[config.mk]
export PLATFORM = sky130hd
export DESIGN_NAME = pingpong_main_buff
export DESIGN_NICKNAME = d
export VERILOG_FILES = /design/src/rtl/cadm_buff_pkg.sv /design/src/rtl/buff_bank.sv /design/src/rtl/pingpong_main_buff.sv
export SDC_FILE = /design/constraint.sdc
export NUM_CORES = 1
export LEC_CHECK = 0
export CAP_MARGIN = 20
export CELL_PAD_IN_SITES_DETAIL_PLACEMENT = 1
export CELL_PAD_IN_SITES_GLOBAL_PLACEMENT = 2
export CORE_ASPECT_RATIO = 1.25
export CORE_MARGIN = 2
export CORE_UTILIZATION = 40
export DETAILED_ROUTE_END_ITERATION = 12
export GPL_TIMING_DRIVEN = 0
export PLACE_DENSITY_LB_ADDON = 0.1
export SETUP_SLACK_MARGIN = 0.1
export SLEW_MARGIN = 20
export SYNTH_ARGS = -nofsm -noshare
export SYNTH_HDL_FRONTEND = slang
export SYNTH_SLANG_ARGS = --single-unit
[constraint.sdc]
create_clock -name clk -period 3.09 [get_ports clk]
set_clock_uncertainty 0.15 [all_clocks]
set_input_delay 0.927 -clock clk [delete_from_list [all_inputs] [get_ports clk]]
set_output_delay 0.927 -clock clk [all_outputs]
set_load 0.05 [all_outputs]
[src/rtl/cadm_buff_pkg.sv]
// Shared types and address-decode helpers for the ping-pong convolution input buffer.
package cadm_buff_pkg;

  typedef enum logic [1:0] {
    BANK_EMPTY   = 2'd0,
    BANK_FILLING = 2'd1,
    BANK_FULL    = 2'd2
  } bank_state_t;

  localparam int NUM_BANKS = 2;

  // Write word address -> storage row (words are laid out row-major).
  function automatic int word_row(input int addr, input int words_per_row);
    return addr / words_per_row;
  endfunction

  // Write word address -> first column covered by the word.
  function automatic int word_col0(input int addr, input int words_per_row, input int lanes);
    return (addr % words_per_row) * lanes;
  endfunction

  // Read address -> base row of the strided column.
  function automatic int rd_base_row(input int addr, input int cols);
    return addr / cols;
  endfunction

  // Read address -> column index.
  function automatic int rd_col(input int addr, input int cols);
    return addr % cols;
  endfunction

endpackage

[src/rtl/buff_bank.sv]
// One storage bank: ROWS x COLS elements, LANES-wide row write, strided RD_LANES column read.
module buff_bank #(
  parameter int DATA_W    = 8,
  parameter int ROWS      = 8,
  parameter int COLS      = 8,
  parameter int LANES     = 4,
  parameter int RD_LANES  = 4,
  parameter int RD_STRIDE = 2,
  parameter int RW        = $clog2(ROWS),
  parameter int CW        = $clog2(COLS)
) (
  input  logic                       clk,
  input  logic                       rst,
  input  logic                       we,
  input  logic [RW-1:0]              wr_row,
  input  logic [CW-1:0]              wr_col0,
  input  logic [LANES*DATA_W-1:0]    wr_data,
  input  logic [RW-1:0]              rd_row,
  input  logic [CW-1:0]              rd_col,
  output logic [RD_LANES*DATA_W-1:0] rd_data
);

  logic [DATA_W-1:0] mem [ROWS][COLS];

  // Storage: cleared on reset, one word of LANES adjacent elements written per accepted write.
  always_ff @(posedge clk or negedge rst) begin
    if (!rst) begin
      for (int r = 0; r < ROWS; r++) begin
        for (int c = 0; c < COLS; c++) begin
          mem[r][c] <= '0;
        end
      end
    end else if (we) begin
      for (int k = 0; k < LANES; k++) begin
        mem[wr_row][wr_col0 + CW'(k)] <= wr_data[k*DATA_W +: DATA_W];
      end
    end
  end

  // Column read: lane gi comes from row gi*RD_STRIDE + rd_row; registering happens in the top.
  genvar gi;
  generate
    for (gi = 0; gi < RD_LANES; gi++) begin : g_rd_lane
      assign rd_data[gi*DATA_W +: DATA_W] = mem[RW'(gi*RD_STRIDE) + rd_row][rd_col];
    end
  endgenerate

endmodule

[src/rtl/pingpong_main_buff.sv]
// Double-banked convolution input buffer: loader fills one bank while the engine reads the other.
module pingpong_main_buff
  import cadm_buff_pkg::*;
#(
  parameter int DATA_W    = 8,
  parameter int ROWS      = 8,
  parameter int COLS      = 8,
  parameter int LANES     = 4,
  parameter int RD_LANES  = 4,
  parameter int RD_STRIDE = 2,
  localparam int WORDS    = ROWS * COLS / LANES,
  localparam int WA_W     = $clog2(WORDS),
  localparam int RA_W     = $clog2(RD_STRIDE * COLS)
) (
  input  logic                       clk,
  input  logic                       rst,
  input  logic                       wr_en,
  input  logic [WA_W-1:0]            wr_addr,
  input  logic [LANES*DATA_W-1:0]    wr_data,
  input  logic                       wr_last,
  output logic                       wr_ready,
  input  logic                       rd_en,
  input  logic [RA_W-1:0]            rd_addr,
  input  logic                       rd_release,
  output logic [RD_LANES*DATA_W-1:0] rd_data,
  output logic                       rd_valid,
  output logic                       rd_avail,
  output logic                       err
);

  localparam int WPR   = COLS / LANES;
  localparam int RD_SP = RD_STRIDE * COLS;
  localparam int RW    = $clog2(ROWS);
  localparam int CW    = $clog2(COLS);

  generate
    if (RD_LANES * RD_STRIDE != ROWS) begin : g_bad_stride
      $error("pingpong_main_buff: RD_LANES*RD_STRIDE must equal ROWS");
    end
    if (COLS % LANES != 0) begin : g_bad_lanes
      $error("pingpong_main_buff: COLS must be a multiple of LANES");
    end
  endgenerate

  bank_state_t state_reg [NUM_BANKS];
  bank_state_t state_next [NUM_BANKS];
  logic        wr_ptr_reg, wr_ptr_next;
  logic        rd_ptr_reg, rd_ptr_next;
  logic [RD_LANES*DATA_W-1:0] rd_data_reg;
  logic        rd_valid_reg;
  logic        err_reg;

  logic wr_in_range, rd_in_range;
  logic wr_accept, rd_accept, rel_accept, err_set;
  logic [RW-1:0] wr_row, rd_row;
  logic [CW-1:0] wr_col0, rd_col_idx;
  logic [RD_LANES*DATA_W-1:0] bank_rd_data [NUM_BANKS];

  // Range checks only exist when the address field can exceed the storage.
  generate
    if ((2 ** WA_W) == WORDS) begin : g_wr_full_range
      assign wr_in_range = 1'b1;
    end else begin : g_wr_part_range
      assign wr_in_range = (wr_addr < WA_W'(WORDS));
    end
    if ((2 ** RA_W) == RD_SP) begin : g_rd_full_range
      assign rd_in_range = 1'b1;
    end else begin : g_rd_part_range
      assign rd_in_range = (rd_addr < RA_W'(RD_SP));
    end
  endgenerate

  assign wr_row     = RW'(word_row(32'(wr_addr), WPR));
  assign wr_col0    = CW'(word_col0(32'(wr_addr), WPR, LANES));
  assign rd_row     = RW'(rd_base_row(32'(rd_addr), COLS));
  assign rd_col_idx = CW'(rd_col(32'(rd_addr), COLS));

  assign wr_ready   = (state_reg[wr_ptr_reg] != BANK_FULL);
  assign rd_avail   = (state_reg[rd_ptr_reg] == BANK_FULL);
  assign wr_accept  = wr_en & wr_ready & wr_in_range;
  assign rd_accept  = rd_en & rd_avail & rd_in_range;
  assign rel_accept = rd_release & rd_avail;
  assign err_set    = (wr_en & ~(wr_ready & wr_in_range))
                    | (rd_en & ~(rd_avail & rd_in_range))
                    | (rd_release & ~rd_avail);

  genvar gi;
  generate
    for (gi = 0; gi < NUM_BANKS; gi++) begin : g_bank
      buff_bank #(
        .DATA_W    (DATA_W),
        .ROWS      (ROWS),
        .COLS      (COLS),
        .LANES     (LANES),
        .RD_LANES  (RD_LANES),
        .RD_STRIDE (RD_STRIDE),
        .RW        (RW),
        .CW        (CW)
      ) u_bank (
        .clk     (clk),
        .rst     (rst),
        .we      (wr_accept && (wr_ptr_reg == 1'(gi))),
        .wr_row  (wr_row),
        .wr_col0 (wr_col0),
        .wr_data (wr_data),
        .rd_row  (rd_row),
        .rd_col  (rd_col_idx),
        .rd_data (bank_rd_data[gi])
      );
    end
  endgenerate

  // Bank FSM and pointer registers.
  always_ff @(posedge clk or negedge rst) begin
    if (!rst) begin
      for (int b = 0; b < NUM_BANKS; b++) begin
        state_reg[b] <= BANK_EMPTY;
      end
      wr_ptr_reg <= 1'b0;
      rd_ptr_reg <= 1'b0;
    end else begin
      state_reg  <= state_next;
      wr_ptr_reg <= wr_ptr_next;
      rd_ptr_reg <= rd_ptr_next;
    end
  end

  // Next state: write and release always touch different banks, so both may apply at once.
  always_comb begin
    state_next  = state_reg;
    wr_ptr_next = wr_ptr_reg;
    rd_ptr_next = rd_ptr_reg;
    if (wr_accept) begin
      state_next[wr_ptr_reg] = wr_last ? BANK_FULL : BANK_FILLING;
      if (wr_last) begin
        wr_ptr_next = ~wr_ptr_reg;
      end
    end
    if (rel_accept) begin
      state_next[rd_ptr_reg] = BANK_EMPTY;
      rd_ptr_next = ~rd_ptr_reg;
    end
  end

  // Registered read port and sticky error flag; the read samples the bank before any release.
  always_ff @(posedge clk or negedge rst) begin
    if (!rst) begin
      rd_data_reg  <= '0;
      rd_valid_reg <= 1'b0;
      err_reg      <= 1'b0;
    end else begin
      rd_valid_reg <= rd_accept;
      if (rd_accept) begin
        rd_data_reg <= bank_rd_data[rd_ptr_reg];
      end
      if (err_set) begin
        err_reg <= 1'b1;
      end
    end
  end

  assign rd_data  = rd_data_reg;
  assign rd_valid = rd_valid_reg;
  assign err      = err_reg;

endmodule

; ---- Word level (Yosys, flattened, before mapping)
; Index checks and enable logic that the tools add are counted.
[totals]
inputBits = 46
word_cells = 287
reg_bits = 1064
[op_classes]
n_eq_ne = 2
n_lt_le_gt_ge = 19
n_addsub = 6
mux = 89
bitwise_logic = 26
reduce_logical = 10
[ops]
columns = operator, n
row1 = $bwmux 512, 8
row2 = $bmux 64 s3, 8
row3 = $mux 64, 20
row4 = $demux 64 s3, 4
row5 = $bmux 8 s3, 8
row6 = $mux 8, 20
row7 = $demux 8 s3, 4
row8 = $mux 32, 3
row9 = $ge 4x4->1 const B, 10
row10 = $not 3->4, 9
row11 = $lt 4x1->1 const B, 5
row12 = $mux 2, 9
row13 = $logic_and 1x1->1, 9
row14 = $mux 4, 2
row15 = $add 3x2->3 const B, 2
row16 = $and 1x1->1, 6
row17 = $and 4x4->4, 1
row18 = $bwmux 4, 1
row19 = $demux 2 s1, 2
row20 = $ge 2x2->1 const B, 2
row21 = $lt 2x1->1 const B, 2
row22 = $not 1->1, 4
row23 = $not 1->2, 2
row24 = $not 1->4, 1
row25 = other kinds (9), 10

; ---- Depth between registers and ports, before layout
[depth]
ltp_word = 11
mapped_depth = 8
depth_no_buf = 5

; ---- Cells and area by module
; From an unflattened synthesis, not the netlist that was laid out.
[hier_totals]
hier_cells = 7979
area_unflattened_um2 = 80303.3
[by_module_without_submodules]
columns = mod, instances, area_each_um2, cells_per_inst
row1 = buff_bank, 2, 39157.6, 3917
row2 = pingpong_main_buff, 1, 1988.2, 145

; ---- Worst setup path after synthesis
; Ideal clock, no wire load.
[synth_path]
kind = register to register
start = register state_reg[2] (netlist bit)
end = register rd_data_reg[10], in the netlist rd_data[10]
setup_slack_ns = 0.083
path_stages_with_launch = 6
synth_period_minus_slack_ns = 3.007
arrival_ns = 2.732
path_buffers = 1
t_required_ns = 2.815
cell_sequence = dfrtp_1 > nand2b_1 > o21ai_0 > nand2_1 > clkbuf_1 > mux2_2
[synth_via]
elab_chain_cells = 5
[synth_lines]
columns = element, line
row1 = start: declaration, pingpong_main_buff.sv:45  ; bank_state_t state_reg [NUM_BANKS];
row2 = start signal: assignment, pingpong_main_buff.sv:122  ; state_reg <= state_next;
row3 = $mux 2 (not written as such) (3 in a row), pingpong_main_buff.sv:79  ; assign rd_avail = (state_reg[rd_ptr_reg] == BANK_FULL);
row4 = $eq 2x2->1, pingpong_main_buff.sv:79
row5 = via rd_avail, pingpong_main_buff.sv:27  ; output logic rd_avail,
row6 = $and 1x1->1, pingpong_main_buff.sv:81  ; assign rd_accept = rd_en & rd_avail & rd_in_range;
row7 = end signal: assignment, pingpong_main_buff.sv:154  ; rd_data_reg <= bank_rd_data[rd_ptr_reg];
row8 = end: declaration, pingpong_main_buff.sv:49  ; logic [RD_LANES*DATA_W-1:0] rd_data_reg;
; The timed path passes the listed nets, and every way through them passes these cells. The select of a mux whose other input is x is not followed.
; A chain may end at the register's enable or synchronous reset.

; ---- Worst setup path after layout
[layout_path]
start = input port rd_addr[0]
end = register rd_data_reg[29], in the netlist rd_data[29]
[layout_via]
elab_chain_cells = 7
elab_cells_between_ends = 10
[layout_lines]
columns = element, line
row1 = start: declaration, pingpong_main_buff.sv:23  ; input logic [RA_W-1:0] rd_addr,
row2 = $not 3->4 (not written as such) *, buff_bank.sv:44  ; assign rd_data[gi*DATA_W +: DATA_W] = mem[RW'(gi*RD_STRIDE) + rd_row][rd_col];
row3 = $bmux 8 s3, buff_bank.sv:44
row4 = $mux 8 (not written as such) (2 in a row), buff_bank.sv:44
row5 = $mux 32 (not written as such) * (3 in a row), pingpong_main_buff.sv:154
; Mark *: on every way between the ends. The rest lies on a longest branch, timed or not. The select of a mux whose other input is x is not followed.

==> flow_summary.json <==
{
  "status": "finished with violations",
  "violations": "hold timing",
  "p_int_w": 0.0365,
  "yosysUniqueCellTypes": 34,
  "p_sw_share_pct": 32.1,
  "clock.fmax_ghz": 0.327,
  "dieWidth_um": 316,
  "htree_levels": 3,
  "yosys.area.top_type": "dfrtp_1",
  "cp_max_fo": 10,
  "worstPathRequired_ns": 3.59,
  "critPathLaunchType": "primary input",
  "crit_buf_inv": 3,
  "grt_setup_unrepaired": "yes",
  "drv_slew": 0,
  "period_minus_slack_ns": 3.05,
  "crit_top_cell": "clkbuf_2",
  "crit_path_cell_trace": "dlygate4sd2_1, nor2_1, clkbuf_2, clkbuf_2, a22oi_1, a21oi_2, nor4_1, mux2_2",
  "ioPinCount": 82,
  "fp.dieH_um": 394,
  "pwr-share-clk_pct": 26.6,
  "clockBufferDepth": 3,
  "reg2reg_from": "state_reg[0]",
  "cts.clk_slew.worst_paths_ns": 0.06,
  "drt_iter0_markers": 2300,
  "design.core.area_um2": 120000,
  "switching_power_w": 0.0172,
  "place.gp.congestion": 0.956,
  "initial_core_util_pct": 40.4,
  "grt-ovfl-total": 0,
  "relSlewSlack_pct": 15.8,
  "synth_commonest_cells": "dfrtp_1, mux2_2, mux2i_1",
  "setup_viol": 0,
  "nets": 3722,
  "synth_most_common_cell": "dfrtp_1",
  "holdWs_ns": -0.0292,
  "cts-root-buf": "clkbuf_16",
  "finalPower_w": 0.0537,
  "wl_per_cell_um": 37.0,
  "track_usage_pct": 31.8,
  "drt-total-wl_um": 198000,
  "crit_family": "buffers and inverters",
  "synth_edf_count": 0,
  "timing.final.crit_share_pct": 98.9,
  "clk_latency_ns": 0.73,
  "synthFlopType": "dfrtp_1",
  "crit_path_end_kind": "flip-flop",
  "arrival_ns": 3.55,
  "area_growth_syn_to_layout_pct": 16.4,
  "r2r-end": "rd_data[17]",
  "synth_area_um2": 48600,
  "final.setup.tns_ns": 0,
  "drc_errors": 0,
  "placement.io_buffers": 76,
  "critPathKind": "in -> reg",
  "die-area_um2": 124000,
  "vdd_ir_drop_max_uv": 454,
  "hold_viol_final": 42,
  "p_seq_share_pct": 44.9,
  "yosysSeqAreaShare_pct": 54.8,
  "async_reset_ff_share_pct": 100,
  "drive_above_1_share_pct": 42.8,
  "grt_max_degree": 154,
  "n_fill_cell": 11929,
  "cts_tree": "built",
  "hp-class": "in -> async",
  "ff2ff_setup_slack_ns": 0.25,
  "clock-sinks": 1064,
  "cp_slowest_stage_delay_ns": 0.64,
  "grt_pass1_vias": 34392,
  "cap_violations": 0,
  "p_comb_share_pct": 28.6,
  "num_rows": 142,
  "grt_antenna_before_repair": 8,
  "worst_pin_slew_ns": 1.26,
  "p_leak_nw": 26.5,
  "power_density_nw_per_um2": 950,
  "viasPerCell": 6.02,
  "synth_top_area_share_pct": 54.8,
  "yosys_register_bits": 1064,
  "first_pass_iters": 6,
  "numCtsBuffers": 111,
  "ant_nets": 0,
  "r2r_cells": 6,
  "synth-warning-count": 0,
  "crit_slowest_cell": "a22oi_1",
  "vias": 32204,
  "largest_register_ffs": 1024,
  "grt_pass1_wl_um": 275000,
  "yosys-top-cells-area": "dfrtp_1, mux2_2, mux2i_1, a22oi_1, mux2_4",
  "synthCells": 3469,
  "dp_hpwl_um": 146000,
  "synthesis.nets": 3515,
  "synth_area_per_cell_um2": 14.0
}
-- layout make-up --
cell class	count	area (µm²)	area share, %
Antenna cell	1	2.50	0.00443
Timing Repair Buffer	96	1110	1.97
Buffer	327	1780	3.16
Tap cell	1584	1980	3.51
Multi-Input combinational cell	2071	21100	37.4
Clock inverter	42	539	0.954
Sequential cell	1064	26600	47.1
Clock buffer	160	3320	5.87
Inverter	5	18.8	0.0332
-- through the flow --
step | setup slack [ns] | cell area [µm²] | std cells | utilization [%]
final | 0.0353 | 56500 | 5350 | 47.0
after global routing | 0.00484 | 56500 | 5349 | 47.0
after CTS | -0.120 | 56300 | 5345 | 46.9
after detailed placement | -2.00 | 51600 | 5142 | 43.0
after global placement | -45.71 | 51300 | 5129 | 42.7
after floorplan | 0.385 | 48600 | 3469 | -
-- cells by family (layout without fill, tap and decap cells) --
| logic type | Yosys count | in the layout | synth area share (%) |
|---|---|---|---|
| compound gates | 394 | 394 | 5.42 |
| mux | 1568 | 1568 | 35.5 |
| simple gates | 109 | 109 | 1.18 |
| other cells | 0 | 1 | 0 |
| flops | 1064 | 1064 | 54.8 |
| buf+inv | 334 | 630 | 3.06 |
-- metal layers --
metal,part of all wire (%),wire (µm),track usage (%)
met5,0.0086,17,0
met4,5.0,9990,14.9
met3,4.8,9440,4.07
met2,48,94100,51.4
met1,43,84300,42.4
-- power groups by stage --
stage	sequential [W]	combinational (W)	clock, W
after floorplan	0.0236	0.00961	0
after global placement	0.0239	0.0141	0
after detailed placement	0.0242	0.0149	0
after CTS	0.0240	0.0152	0.0145
after global routing	0.0248	0.0162	0.0150
final	0.0241	0.0153	0.0143
-- how the worst max path moves through the flow --
| stage | to | from | cells after the start | slack [ns] |
|---|---|---|---|---|
| 2_1_floorplan | g_bank[0].u_bank.mem[448] | wr_addr[2] | 7 | 0.39 |
| 6_report | rd_data[29] | rd_addr[0] | 8 | 0.04 |
| 3_3_place_gp | g_bank[0].u_bank.mem[100] | rst | 1 | -45.71 |
| 5_1_grt | g_bank[1].u_bank.mem[445] | wr_en | 7 | 0.005 |
| 4_1_cts | g_bank[0].u_bank.mem[8] | wr_en | 6 | -0.12 |
| 3_5_place_dp | rd_data[29] | rd_addr[1] | 8 | -2.00 |
-- cells in the final DEF, fill, tap and decap left out, types with 8 or more instances in the layout --
| cell type | n |
|---|---|
| a21oi_1 | 120 |
| a21oi_2 | 10 |
| a22oi_1 | 199 |
| a22oi_2 | 57 |
| buf_16 | 8 |
| buf_2 | 102 |
| buf_4 | 41 |
| buf_6 | 9 |
| bufinv_16 | 12 |
| clkbuf_1 | 112 |
| clkbuf_16 | 115 |
| clkbuf_2 | 40 |
| clkbuf_4 | 46 |
| clkbuf_8 | 32 |
| clkdlybuf4s50_1 | 52 |
| clkinv_2 | 23 |
| dfrtp_1 | 1063 |
| dlygate4sd2_1 | 18 |
| mux2_2 | 992 |
| mux2_4 | 60 |
| mux2i_1 | 512 |
| nand2_1 | 15 |
| nor2_4 | 15 |
| nor4_1 | 17 |
| nor4_2 | 9 |
-- what timing repair did --
action                                 4_1_cts  5_1_grt
pin swaps                                    6        5
setup endpoints to repair                  897     1003
endpoints found under the hold margin       81        4
resized for setup                          274       48
gates cloned                                 0        1
setup buffers                                2        3
Note: power is estimated with default switching activity, not from simulation.
